[src/rtl/module_registro_datos_spi_multi.sv]
// Two-port SPI register bank: control word at address 0, data words above it,
// byte-enabled host writes and an engine-side receive stream with count/overflow.
module module_registro_datos_spi_multi #(
    parameter int DATA_WIDTH = 32,
    parameter int ADDR_W     = 2,
    parameter int WRAP_EN    = 1
) (
    input  logic                    clk_i,
    input  logic                    rst_i,
    input  logic                    wr1_i,
    input  logic [ADDR_W-1:0]       addr1_i,
    input  logic [DATA_WIDTH/8-1:0] be1_i,
    input  logic [DATA_WIDTH-1:0]   data_in1_i,
    output logic [DATA_WIDTH-1:0]   data1_o,
    input  logic                    hold_ctrl_i,
    input  logic                    wr2_i,
    input  logic [ADDR_W-1:0]       addr2_i,
    input  logic [DATA_WIDTH-1:0]   data_in2_i,
    output logic [DATA_WIDTH-1:0]   data2_o,
    input  logic                    push2_i,
    input  logic                    ptr_clr_i,
    output logic [ADDR_W-1:0]       ptr_o,
    output logic [ADDR_W-1:0]       cnt_o,
    output logic                    ovf_o
);

    localparam int DEPTH = 2 ** ADDR_W;
    localparam int NB    = DATA_WIDTH / 8;
    localparam logic [ADDR_W-1:0] TOP_ADDR = ADDR_W'(DEPTH - 1);

    logic [DATA_WIDTH-1:0] mem_q [DEPTH];
    logic [DATA_WIDTH-1:0] mem_d [DEPTH];
    logic [DATA_WIDTH-1:0] data1_q, data2_q;
    logic [ADDR_W-1:0]     ptr_q, ptr_d, cnt_q, cnt_d, ptr_nxt;
    logic                  ovf_q, ovf_d;
    logic                  full;
    logic                  p2_we;
    logic [ADDR_W-1:0]     p2_addr;

    assign full    = (cnt_q == TOP_ADDR);
    assign ptr_nxt = (ptr_q == TOP_ADDR) ? ADDR_W'(1) : ptr_q + ADDR_W'(1);

    always_comb begin
        mem_d   = mem_q;
        ptr_d   = ptr_q;
        cnt_d   = cnt_q;
        ovf_d   = ovf_q;
        p2_we   = 1'b0;
        p2_addr = addr2_i;

        if (ptr_clr_i) begin
            ptr_d = ADDR_W'(1);
            cnt_d = '0;
            ovf_d = 1'b0;
        end else if (push2_i) begin
            if (!full) begin
                p2_we   = 1'b1;
                p2_addr = ptr_q;
                cnt_d   = cnt_q + ADDR_W'(1);
                ptr_d   = ptr_nxt;
            end else begin
                ovf_d = 1'b1;
                if (WRAP_EN != 0) begin
                    p2_we   = 1'b1;
                    p2_addr = ptr_q;
                    ptr_d   = ptr_nxt;
                end
            end
        end

        // A push owns port 2 for the cycle, even when it is itself dropped.
        if (!push2_i && wr2_i && (addr2_i != '0)) begin
            p2_we   = 1'b1;
            p2_addr = addr2_i;
        end

        if (wr1_i && ((addr1_i != '0) || !hold_ctrl_i)) begin
            for (int k = 0; k < NB; k++) begin
                if (be1_i[k]) begin
                    mem_d[addr1_i][8*k +: 8] = data_in1_i[8*k +: 8];
                end
            end
        end

        // Applied last so port 2 wins the whole word on an address collision.
        if (p2_we) begin
            mem_d[p2_addr] = data_in2_i;
        end
    end

    always_ff @(posedge clk_i) begin
        if (!rst_i) begin
            for (int i = 0; i < DEPTH; i++) begin
                mem_q[i] <= '0;
            end
            data1_q <= '0;
            data2_q <= '0;
            ptr_q   <= ADDR_W'(1);
            cnt_q   <= '0;
            ovf_q   <= 1'b0;
        end else begin
            mem_q   <= mem_d;
            data1_q <= mem_q[addr1_i];
            data2_q <= mem_q[addr2_i];
            ptr_q   <= ptr_d;
            cnt_q   <= cnt_d;
            ovf_q   <= ovf_d;
        end
    end

    assign data1_o = data1_q;
    assign data2_o = data2_q;
    assign ptr_o   = ptr_q;
    assign cnt_o   = cnt_q;
    assign ovf_o   = ovf_q;

endmodule

[config.mk]
export PLATFORM = sky130hd
export DESIGN_NAME = module_registro_datos_spi_multi
export DESIGN_NICKNAME = d
export VERILOG_FILES = /design/src/rtl/module_registro_datos_spi_multi.sv
export SDC_FILE = /design/constraint.sdc
export NUM_CORES = 1
export LEC_CHECK = 0
export CAP_MARGIN = 20
export CORE_UTILIZATION = 54
export CTS_BUF_LIST = sky130_fd_sc_hd__clkbuf_8 sky130_fd_sc_hd__clkbuf_16
export DETAILED_ROUTE_END_ITERATION = 16
export PLACE_DENSITY_LB_ADDON = 0.15
export REMOVE_ABC_BUFFERS = 1
export SLEW_MARGIN = 20
export SYNTH_ARGS = -nofsm -noshare
export SYNTH_HDL_FRONTEND = slang
export SYNTH_SLANG_ARGS = --single-unit
[constraint.sdc]
create_clock -name clk_i -period 2 [get_ports clk_i]
set_input_delay 0.4 -clock clk_i [delete_from_list [all_inputs] [get_ports clk_i]]
set_output_delay 0.4 -clock clk_i [all_outputs]
set_load 0.02 [all_outputs]
Word level (Yosys, flattened, before mapping). Cells that the tools add are included.

Register bits after elaboration: 197. Logic and storage cells: 73. Input bits: 79. Output and inout port bits: 69.

$add $sub $neg: 2. Multiplexer cells: 37. Eq/ne operators: 2. Reduce and logical (&&, ||, !) cells: 13. Order comparisons: 5. Bitwise operators: 5.

Operators with widths (number): 128-bit 2-to-1 mux (9); 128-bit bitwise mux (5); 32-bit demux with 2-bit select (5); 32-bit 2-to-1 mux (6); 32-bit binary-select mux with 2-bit select (2); 24-bit 2-to-1 mux (1); 16-bit 2-to-1 mux (1); 3-bit greater-or-equal comparator, second input constant (3); 2-bit inverter with 3-bit output (3); 2-bit 2-to-1 mux (4); 8-bit 2-to-1 mux (1); 3-bit by 1-bit less-than comparator with 1-bit output, second input constant (2); 1-bit logical AND (5); 2-bit by 1-bit adder with 2-bit output, second input constant (2); 2-bit == test, second input constant (2); 2-bit AND reduction (2); 2-bit nonzero test (2); 1-bit 2-to-1 mux (3); 1-bit logical NOT (2); 1-bit inverter (2); 2-bit OR reduction (1); 1-bit logical OR (1).

Longest topological paths before layout. Gate-level depths: netlist of run 1.

Word-level depth: 19. Gate-level depth with buffers: 8. Mapped depth without buffers: 5.

Worst setup path before layout of run 1. Ideal clock, no wire load.

Path type: input to register. From: input port addr2_i[1]. To: register mem_q[64] in the netlist's numbering. Data required time: 1.884 ns. Setup slack: 0.255 ns. Buffers on the path: 3. Setup time: 0.116 ns. Arrival: 1.629 ns. Stages on the path: 7. Path through: clkbuf_1 > and4bb_4 > nor2_2 > or2_1 > buf_6 > buf_6 > o211a_1.

Cells in the longest elaborated chain, start to end: 10. Elaborated cells on any way between the ends: 14. Classes of those cells: 2 x order compare; 8 x mux; 1 x bitwise; 3 x reduce/logical.

RTL lines: from (decl) (RTL line 17) `input logic [ADDR_W-1:0] addr2_i,`; 2-bit 2-to-1 mux or 2-bit nonzero test (tied branches) (RTL line 55, 72); 2-bit 2-to-1 mux or 1-bit logical AND (tied branches) (RTL line 51, 72); 2-bit 2-to-1 mux (RTL line 72) `if (!push2_i && wr2_i && (addr2_i != '0)) begin`; 2-bit inverter with 3-bit output (implied by the code) (RTL line 87) `mem_d[p2_addr] = data_in2_i;`; 3-bit greater-or-equal comparator (implied by the code) or 3-bit by 1-bit less-than comparator with 1-bit output (tied branches) (RTL line 87); 1-bit logical AND (implied by the code) (RTL line 87); 32-bit 2-to-1 mux (implied by the code) (RTL line 87); 32-bit demux with 2-bit select (RTL line 87); 128-bit bitwise mux (RTL line 87); 128-bit 2-to-1 mux * (RTL line 86) `if (p2_we) begin`; to (signal assigned) (RTL line 102) `mem_q <= mem_d;`; to (decl) (RTL line 31) `logic [DATA_WIDTH-1:0] mem_q [DEPTH];`.

Mark *: on every way between the ends. The rest lies on a longest branch, timed or not. A chain may end at the register's enable or synchronous reset.

Worst setup path after layout of run 1.
From: register ptr_q[1], in the netlist ptr_o[1]. To: output port ptr_o[1].

RTL lines: from (decl) (RTL line 34) `logic [ADDR_W-1:0] ptr_q, ptr_d, cnt_q, cnt_d, ptr_nxt;`; from (signal assigned) (RTL line 105) `ptr_q <= ptr_d;`; to (decl) (RTL line 22) `output logic [ADDR_W-1:0] ptr_o,`.

No word-level cell between the ends.

==> results by group, run 1 <==
Run status
  – Outcome: completed

Cells and area
  – Final Core Density: 70.8%
  – Fin area: 0.0122 sq mm
  – Multi-input logic area: 0.00525 sq mm
  – Ant. Diodes: 0
  – Area growth syn-to-layout: 27.6%
  – Layout cells sized above 1: 17.6%
  – Final #Nets: 1065
  – Fillers: 1207
  – Final Non-Filler Cells: 1222
  – Register area: 0.00394 sq mm

Logic synthesis
  – Synth warnings: 0
  – Sequential fraction of the synthesis area: 41.1%
  – Synth unique cells: 36
  – Synth top area share: 41.1%
  – Post-Synthesis Cells: 838
  – Synthesized area per cell: 11.4 sq um
  – Largest area contributor in the synthesized netlist: dfxtp_1
  – Post-synth ARST share: 0%
  – Most used DFF post-synth: dfxtp_1
  – Post-synth EDFFs: 0
  – Area contributors post-synth: dfxtp_1 (41%), mux4_2 (15%), mux2i_1 (13%)
  – Number of synthesized register bits: 197
  – Netlist Area Pre-Place: 0.00959 sq mm

Detailed routing
  – Drt total wl: 25800 microns
  – Initial DRT Pass Iterations: 5
  – Post-route ant nets: 0
  – Wire length per cell: 21.2 microns
  – First DRT Iteration DRCs: 579
  – Vias per cell: 6.23
  – DRC: 0
  – Via count: 7617

Pwr
  – Final Power: 0.00928 W
  – Max VDD drop: 0.000632 V
  – Cell area power density: 758 mW/mm^2
  – Leakage Power: 6.15 nW

Global route
  – Initial antenna violation count: 0
  – Total gr overflow: 0
  – First-pass GRT wire length: 40700 microns
  – Largest net degree at the start of global routing: 98
  – Number of global-route vias before repair: 7794
  – Gr usage total: 29.1%

Placed design
  – Cell total after placement: 1190
  – Dpl cell area: 0.0117 sq mm
  – IO buf count: 147
  – Gp weighted congestion: 0.836
  – DP HPWL: 17200 microns

Run
  – # Max-Cap Violations: 0

Hold path
  – Hold Crit Class: input pin to flop
  – Hold EP: mem_q[82]$_SDFF_PN0_
  – Hold Startpoint: rst_i
  – Worst hold path cell count: 2

Floorplanning
  – Ports: 148
  – Die W: 135 microns
  – Number of core rows: 48
  – Die H: 135 microns
  – Core region area: 0.0173 sq mm
  – Initial Util: 55.5%
  – Die ar.: 0.0183 sq mm

Worst setup path
  – R2r setup slk: 0.36 ns
  – R2r endpoint: mem_q[44]$_SDFF_PN0_
  – CP cell instances: clkdlybuf4s50_1
  – Crit end category: output pin
  – Maximum fanout along the worst path: 5
  – Worst path slowest cell: clkdlybuf4s50_1
  – WP buf/inv: 1
  – Setup crit start kind: flop
  – CP Data Arrival Time: 1.54 ns
  – Crit Reg-Reg Startpoint: ptr_o[1]$_SDFFE_PP0P_
  – Crit-path leading delay family: buffers and inverters
  – Worst Setup SP: ptr_o[1]$_SDFFE_PP0P_
  – Worst path required time: 1.60 ns
  – Slowest Stage Delay on Critical Path: 0.66 ns
  – Crit Path Category: flop to output pin
  – FF-to-FF path depth: 6

Timing
  – Layout Skew: 0.0131 ns
  – Minimum clock period after layout: 1.94 ns
  – FMAX: 516 MHz
  – Accumulated negative setup slack: 0 ns
  – Final hold vios: 0
  – Slew headroom: 71.3%
  – RSZ-0062 raised after global routing: no
  – Slew Viols, Final: 0
  – Final Setup Violations: 0
  – Worst slew pin tran: 0.431 ns
  – Post-route clock period utilization: 97.0%

Clock network
  – # Post-CTS Setup Buffers: 0
  – CTS tree: done
  – Post-CTS sizing: 0
  – Total CTS buffers: 17
  – H-tree levels: 4
  – Clk root buf: clkbuf_16
  – Clock slew at reported path FFs: 0.07 ns
  – Clock latency at the later pin of the worst-skew pair: 0.44 ns
  – Clock sink total: 197
  – Clock Tree Buf Depth: 2
  – Hold_buf cts: 0
==> layer usage <==
metal  wire, microns  vias up  GRT usage [%]
met5               0        -              0
met4             813        0           15.6
met3            1720       65           4.49
met2           13200      346           50.1
met1           10100     3738           35.0
li1                -     3468              -
==> power by group <==
group | leakage (nW) | total, W | switching, W | internal (W)
registers | 1.61 | 0.00432 | 0.000151 | 0.00417
logic | 4.25 | 0.00161 | 0.000778 | 0.000835
clock network | 0.286 | 0.00335 | 0.00154 | 0.00180
total | 6.15 | 0.00928 | 0.00247 | 0.00681
==> layout make-up <==
class / count / share of cell area, %
Tap cell: 225 / 2.30
Sequential cell: 197 / 32.2
Inverter: 2 / 0.0613
Multi-Input combinational cell: 557 / 42.9
Timing Repair Buffer: 209 / 17.9
Clock inverter: 13 / 0.991
Clock buffer: 19 / 3.70
==> sequential cells by signal (all words and copies together) (netlist names) <==
register and flops:
cnt_o 2, data1_o 32, data2_o 32, mem_q 128, ovf_o 1, ptr_o 2
==> Yosys cell counts (all sizes together) (2+ instances only) <==
cell type / count
mux2i: 129
a21oi: 33
and3b: 2
nand4b: 8
or2: 2
dfxtp: 197
o21ai: 97
and2: 64
nor2: 6
nand2: 37
o221ai: 2
inv: 2
buf: 34
ha: 2
clkbuf: 48
nor2b: 2
mux4: 64
nand2b: 2
o211a: 96
nand4: 4
==> cell usage in the layout (no fill, tap or decap), types with 2 or more instances in the layout <==
cell type / count
dfxtp_1: 197
o21ai_1: 9
o221ai_4: 2
mux4_2: 64
buf_4: 41
clkbuf_8: 2
nand2_1: 37
clkdlybuf4s50_1: 142
nand2b_1: 2
clkinv_4: 3
clkbuf_16: 17
nand4_1: 3
inv_6: 3
nand4b_1: 8
clkinv_2: 4
buf_12: 22
and2_1: 64
mux2i_1: 129
o211a_1: 96
and3b_1: 2
a21oi_1: 33
nor2_1: 4
ha_1: 2
or2_1: 2
o21ai_0: 88
buf_2: 4
==> kinds of logic after synthesis <==
logic type               share of synthesized area [%]
XOR/XNOR                                        0.0913
AND/OR/NAND/NOR                                   8.27
buffers and inverters                             4.41
adder cells (fa/ha/maj)                          0.261
multiplexers                                      28.5
AO/OA/AOI/OAI                                     17.4
flip-flops                                        41.1
==> worst max-delay path by stage <==
| stage | to | slack [ns] | cells after the start |
|---|---|---|---|
| CTS | ptr_o[1] | 0.04 | 1 |
| global placement | mem_q[31]$_SDFF_PN0_ | -0.16 | 6 |
| detailed placement | mem_q[26]$_SDFF_PN0_ | -0.26 | 6 |
| global route | ptr_o[1] | 0.01 | 1 |
| floorplan | mem_q[0]$_SDFF_PN0_ | -0.48 | 4 |
| finish | ptr_o[1] | 0.06 | 1 |
==> through the flow <==
step | hold slack, ns | setup slack, ns
floorplan | 0.495 | -0.476
global placement | 0.457 | -0.164
detailed placement | 0.473 | -0.258
CTS | 0.362 | 0.0412
global route | 0.377 | 0.0142
finish | 0.380 | 0.0609
(Power assumes the default switching activity.)
==> run 2, diff against run 1 <==
Settings changed: REMOVE_ABC_BUFFERS 1 to not set.
==> results by group, run 2 (synthesis gave the netlist of run 1 again) <==
Cells and area
  – Most common cell after layout, fill and taps aside: dfxtp_1
  – Final #Nets: 1057 (-0.75%)
  – Commonest cells after routing, fill and taps aside: dfxtp_1 (197), clkdlybuf4s50_1 (142), mux2i_1 (129)
  – Fillers: 1267 (+5.0%)
  – Max FFs per register: 128 (unchanged)
  – Area growth syn-to-layout: 26.4%
  – Fin area: 0.0121 sq mm (-0.96%)
  – Layout cells sized above 1: 16.9% (-0.67 points)
  – Largest reg by FF count: mem_q
  – Ant. Diodes: 0 (unchanged)

Placed design
  – Pre-CTS WS: -0.202 ns (+0.0552 ns)
  – Gp weighted congestion: 0.813 (-2.8%)
  – Dpl cell area: 0.0115 sq mm (-1.1%)
  – IO buf count: 147 (unchanged)
  – DP HPWL: 17000 microns (-1.6%)

Pwr
  – Cell area power density: 765 mW/mm^2 (+0.87%)
  – Max VDD drop: 0.000606 V (-4.1%)
  – Leakage Power: 6.05 nW (-1.5%)

Floorplanning
  – Ports: 148 (unchanged)
  – Die H: 135 microns (unchanged)
  – Number of core rows: 48 (unchanged)
  – Initial Util: 55.5% (unchanged)
  – Core region area: 0.0173 sq mm (unchanged)
  – Die ar.: 0.0183 sq mm (unchanged)
  – Die W: 135 microns (unchanged)

Clock network
  – Clock latency at the later pin of the worst-skew pair: 0.43 ns (about the same)
  – Clock Tree Buf Depth: 2 (unchanged)
  – Hold_buf cts: 0 (unchanged)
  – # Post-CTS Setup Buffers: 0 (unchanged)
  – H-tree levels: 4 (unchanged)
  – Clk root buf: clkbuf_16
  – Total CTS buffers: 17 (unchanged)
  – Clock sink total: 197 (unchanged)
  – CTS tree: done
  – Post-CTS sizing: 0 (unchanged)
  – Clock slew at reported path FFs: 0.07 ns (about the same)

Worst setup path
  – Crit Reg-Reg Startpoint: ptr_o[1]$_SDFFE_PP0P_
  – Slowest Stage Delay on Critical Path: 0.64 ns (-0.02 ns)
  – Crit end category: output pin
  – Worst path required time: 1.60 ns (about the same)
  – FF-to-FF path depth: 5 (-1)
  – Crit Path Category: flop to output pin
  – Worst path slowest cell: clkdlybuf4s50_1
  – Crit-path leading delay family: buffers and inverters
  – Maximum fanout along the worst path: 5 (unchanged)
  – WP buf/inv: 1 (unchanged)
  – CP cell instances: clkdlybuf4s50_1
  – R2r endpoint: mem_q[15]$_SDFF_PN0_
  – R2r setup slk: 0.44 ns (+0.08 ns)
  – Setup crit start kind: flop
  – CP Data Arrival Time: 1.50 ns (-0.04 ns)

Timing
  – Post-route clock period utilization: 95.0% (-1.9 points)
  – RSZ-0062 raised after global routing: no
  – FMAX: 526 MHz (+2.0%)
  – Layout Skew: 0.00670 ns (-0.00639 ns)
  – Minimum clock period after layout: 1.90 ns (-0.0388 ns)
  – Final worst-path setup slack: 0.0997 ns (+0.0388 ns)
  – Slew Viols, Final: 0 (unchanged)
  – Worst slew pin tran: 0.432 ns (+0.000617 ns)
  – WHS: 0.370 ns (-0.0106 ns)
  – Final hold vios: 0 (unchanged)
  – Slew headroom: 71.2% (about the same)
  – Final Setup Violations: 0 (unchanged)

Detailed routing
  – Post-route ant nets: 0 (unchanged)
  – Initial DRT Pass Iterations: 5 (unchanged)
  – First DRT Iteration DRCs: 590 (+1.9%)
  – DRC: 0 (unchanged)
  – Via count: 7392 (-3.0%)
  – Wire length per cell: 20.2 microns (-4.3%)
  – Vias per cell: 6.09 (-2.3%)
  – Drt total wl: 24600 microns (-4.9%)

Run
  – # Max-Cap Violations: 0 (unchanged)

Global route
  – Initial antenna violation count: 0 (unchanged)
  – Total gr overflow: 0 (unchanged)
  – Number of global-route vias before repair: 7441 (-4.5%)
  – Gr usage total: 27.4% (-1.7 points)
  – Largest net degree at the start of global routing: 83 (-15%)
  – First-pass GRT wire length: 38600 microns (-5.2%)

Logic synthesis
  – Mapped Nets: 919

Run status
  – Outcome: completed

Hold path
  – Hold EP: mem_q[34]$_SDFF_PN0_
  – Hold Startpoint: rst_i
  – Hold Crit Class: input pin to flop
  – Worst hold path cell count: 2 (unchanged)
## run 2: changes by cell type in the layout (fill, tap and decap cells not counted), sizes merged
cell / before / now
clkinv: 7 / 3
buf: 67 / 59
clkinvlp: 1 / 5
inv: 6 / 7
clkbuf: 19 / 18
## run 2: layout make-up
type / instances / area (sq um) / area share (%)
multi-input cells: 557 / 5240 / 43.2
flip-flops and latches: 197 / 3940 / 32.5
repair buffers: 201 / 2070 / 17.0
clock buffers: 18 / 439 / 3.62
well taps: 225 / 282 / 2.32
clock inverters: 14 / 145 / 1.20
inverters: 2 / 7.51 / 0.0619
## run 2: routing by layer
layer / global-route usage, % / vias to the layer above / part of all wire [%]
li1: - / 3437 / -
met1: 32.6 / 3663 / 40
met2: 49.5 / 259 / 53
met3: 4.08 / 33 / 5.1
met4: 10.9 / 0 / 1.8
met5: 0 / - / 0
## run 2: stage by stage
step | util (%) | instances | power [W] | TNS (ns)
6_report | 70.1 | 1214 | 0.00927 | 0
5_1_grt | 70.1 | 1214 | 0.00962 | 0
4_1_cts | 70.1 | 1214 | 0.00932 | 0
3_5_place_dp | 66.7 | 1182 | 0.00598 | -19.57
3_3_place_gp | 66.7 | 1182 | 0.00590 | -13.45
2_1_floorplan | - | 838 | 0.00532 | 0
## run 2: worst register-to-register path, delay by kind of cell, from the launching register on
kind,cells,cell delay [ns]
buffers and inverters,1,0.19
AO/OA/AOI/OAI,1,0.24
AND/OR/NAND/NOR,3,0.59
flip-flops,1,0.43
## run 2: how the worst max path moves through the flow
stage | start | end | cells after the start
after floorplan | addr2_i[1] | mem_q[64]$_SDFF_PN0_ | 7
after global placement | push2_i | mem_q[77]$_SDFF_PN0_ | 6
after detailed placement | push2_i | mem_q[76]$_SDFF_PN0_ | 6
after CTS | ptr_o[1]$_SDFFE_PP0P_ | ptr_o[1] | 1
after global routing | ptr_o[0]$_SDFFE_PP1P_ | ptr_o[0] | 1
final | ptr_o[1]$_SDFFE_PP0P_ | ptr_o[1] | 1
## run 2: where the power goes
part	leakage (nW)	switching, W	internal [W]
Combinational	4.18	0.000749	0.000830
Sequential	1.61	0.000152	0.00417
Clock	0.271	0.00158	0.00179
==> run 3, diff against run 2 <==
==> constraint.sdc (replaced) <==
create_clock -name clk_i -period 2 [get_ports clk_i]
set_input_delay 0.2 -clock clk_i [delete_from_list [all_inputs] [get_ports clk_i]]
set_output_delay 0.2 -clock clk_i [all_outputs]
set_load 0.02 [all_outputs]
==> results by group, run 3 (synthesis gave the netlist of run 1 again) <==
Run status
  – Outcome: completed

Global route
  – GRT met3 Usage: 6.02% (+1.9 points)
  – Total gr overflow: 0 (unchanged)
  – GRT Max-Usage Layer: met2
  – Largest net degree at the start of global routing: 56 (-33%)
  – Number of global-route vias before repair: 7536 (+1.3%)
  – First-pass GRT wire length: 38900 microns (+0.96%)
  – Met1 usage: 31.3% (-1.3 points)
  – Met2 Use GR: 51.3% (+1.8 points)
  – Initial antenna violation count: 2 (+2)
  – Gr usage total: 27.9% (+0.50 points)

Detailed routing
  – Initial DRT Pass Iterations: 5 (unchanged)
  – Drt total wl: 24700 microns (+0.57%)
  – Via count: 7344 (-0.65%)
  – First DRT Iteration DRCs: 442 (-25%)
  – Post-route ant nets: 0 (unchanged)
  – DRC: 0 (unchanged)
  – Wire length per cell: 20.6 microns (+1.7%)
  – Vias per cell: 6.11 (+0.43%)

Worst setup path
  – CP cell instances: clkdlybuf4s50_1
  – R2r endpoint: mem_q[21]$_SDFF_PN0_
  – Worst Setup SP: ptr_o[1]$_SDFFE_PP0P_
  – Worst path required time: 1.80 ns (+0.20 ns)
  – Worst path slowest cell: clkdlybuf4s50_1
  – Critical path depth: 1 (unchanged)
  – Setup crit start kind: flop
  – WP buf/inv: 1 (unchanged)
  – FF-to-FF path depth: 5 (unchanged)
  – Maximum fanout along the worst path: 5 (unchanged)
  – Crit Reg-Reg Startpoint: ptr_o[1]$_SDFFE_PP0P_
  – Worst Setup EP: ptr_o[1]
  – CP Data Arrival Time: 1.52 ns (+0.02 ns)
  – Crit end category: output pin
  – Slowest Stage Delay on Critical Path: 0.65 ns (about the same)
  – Crit-path leading delay family: buffers and inverters
  – Crit Path Category: flop to output pin
  – R2r setup slk: 0.41 ns (-0.03 ns)

Clock network
  – Clock slew at reported path FFs: 0.07 ns (about the same)
  – Post-CTS sizing: 0 (unchanged)
  – Clock Tree Buf Depth: 2 (unchanged)
  – Clock latency at the later pin of the worst-skew pair: 0.44 ns (about the same)
  – H-tree levels: 4 (unchanged)
  – Hold_buf cts: 0 (unchanged)
  – CTS tree: done
  – Total CTS buffers: 17 (unchanged)
  – Clk root buf: clkbuf_16
  – # Post-CTS Setup Buffers: 0 (unchanged)
  – Clock sink total: 197 (unchanged)

Logic synthesis
  – Mapped Nets: 919 (unchanged)

Timing
  – FMAX: 581 MHz (+10%)
  – RSZ-0062 raised after global routing: no
  – Layout Skew: 0.0116 ns (+0.00491 ns)
  – Minimum clock period after layout: 1.72 ns (-0.179 ns)
  – Worst slew pin tran: 0.551 ns (+0.119 ns)
  – Final hold vios: 0 (unchanged)
  – Final worst-path setup slack: 0.278 ns (+0.179 ns)
  – Final Setup Violations: 0 (unchanged)
  – Accumulated negative setup slack: 0 ns (unchanged)
  – Slew Viols, Final: 0 (unchanged)
  – Slew headroom: 63.2% (-8.0 points)
  – Post-route clock period utilization: 86.1% (-8.9 points)

Floorplanning
  – Die H: 135 microns (unchanged)
  – Core region area: 0.0173 sq mm (unchanged)
  – Initial Util: 55.5% (unchanged)
  – Die ar.: 0.0183 sq mm (unchanged)
  – Ports: 148 (unchanged)
  – Die W: 135 microns (unchanged)
  – Number of core rows: 48 (unchanged)

Pwr
  – Cell area power density: 796 mW/mm^2 (+4.1%)
  – Internal power: 0.00717 W (+5.6%)
  – Leakage Power: 6.00 nW (-0.92%)
  – Clock power frac: 38.5% (+2.1 points)
  – Psw: 0.00238 W (-4.1%)
  – Sw Share: 25.0% (-1.8 points)
  – Comb pwr share: 16.2% (-0.8 points)
  – Max VDD drop: 0.000675 V (+11%)
  – Sequential share of power: 45.3% (-1.3 points)

Cells and area
  – Final Non-Filler Cells: 1201 (-1.1%)
  – Largest reg by FF count: mem_q
  – Fin area: 0.0120 sq mm (-1.1%)
  – Commonest cells after routing, fill and taps aside: dfxtp_1 (197), clkdlybuf4s50_1 (142), mux2i_1 (129)
  – Final #Nets: 1044 (-1.2%)
  – Final Core Density: 69.4% (-0.74 points)
  – Max FFs per register: 128 (unchanged)
  – Area growth syn-to-layout: 25.1%
  – Most common cell after layout, fill and taps aside: dfxtp_1
  – Layout cells sized above 1: 15.7% (-1.2 points)

Run
  – # Max-Cap Violations: 0 (unchanged)

Placed design
  – Pre-CTS WS: 0.00710 ns (+0.210 ns)
  – DP HPWL: 16400 microns (-3.0%)
  – Dpl cell area: 0.0114 sq mm (-1.6%)
  – IO buf count: 147 (unchanged)
  – Cell total after placement: 1169 (-1.1%)
  – Gp weighted congestion: 0.783 (-3.7%)

Hold path
  – Hold Crit Class: input pin to flop
[run 3: changes by cell type in the layout (fill, tap and decap cells not counted)]
cell and change:
buf_12 -7, buf_4 -6, bufinv_16 +3, clkbuf_8 +2, clkinv_2 +2, clkinvlp_4 -4, diode_2 +1, inv_6 -1
inv_8 -3
[run 3: how the worst min path moves through the flow]
stage | depth (start not counted) | from | to | slack (ns)
global placement | 2 | ovf_o$_SDFFE_PP0P_ | ovf_o$_SDFFE_PP0P_ | 0.46
floorplan | 1 | data_in2_i[0] | mem_q[0]$_SDFF_PN0_ | 0.36
detailed placement | 2 | ovf_o$_SDFFE_PP0P_ | ovf_o$_SDFFE_PP0P_ | 0.50
finish | 2 | rst_i | mem_q[2]$_SDFF_PN0_ | 0.20
global route | 2 | rst_i | mem_q[39]$_SDFF_PN0_ | 0.21
CTS | 2 | rst_i | mem_q[39]$_SDFF_PN0_ | 0.19
[run 3: routing by layer]
layer	wire (microns)	vias up
met5	10	-
met4	546	2
met3	1440	40
met2	13200	257
met1	9520	3630
li1	-	3415
[run 3: power by group through the flow]
stage                     logic, W  registers [W]  clock network, W
final                      0.00155        0.00432           0.00368
after global routing       0.00166        0.00435           0.00386
after CTS                  0.00155        0.00432           0.00371
after detailed placement   0.00154        0.00441                 0
after global placement     0.00149        0.00438                 0
after floorplan           0.000869        0.00445                 0
[run 3: stage by stage]
step                      total power [W]  hold WS [ns]
after detailed placement          0.00595         0.500
final                             0.00955         0.202
after global placement            0.00587         0.457
after CTS                         0.00958         0.191
after floorplan                   0.00532         0.356
after global routing              0.00987         0.205
[run 3: final cells by class]
class	instances	area [sq um]
diodes	1	2.50
clock buffers	20	467
clock inverters	11	173
fillers	1276	5300
inverters	2	7.51
multi-input cells	557	5240
flip-flops and latches	197	3940
well taps	225	282
repair buffers	188	1880
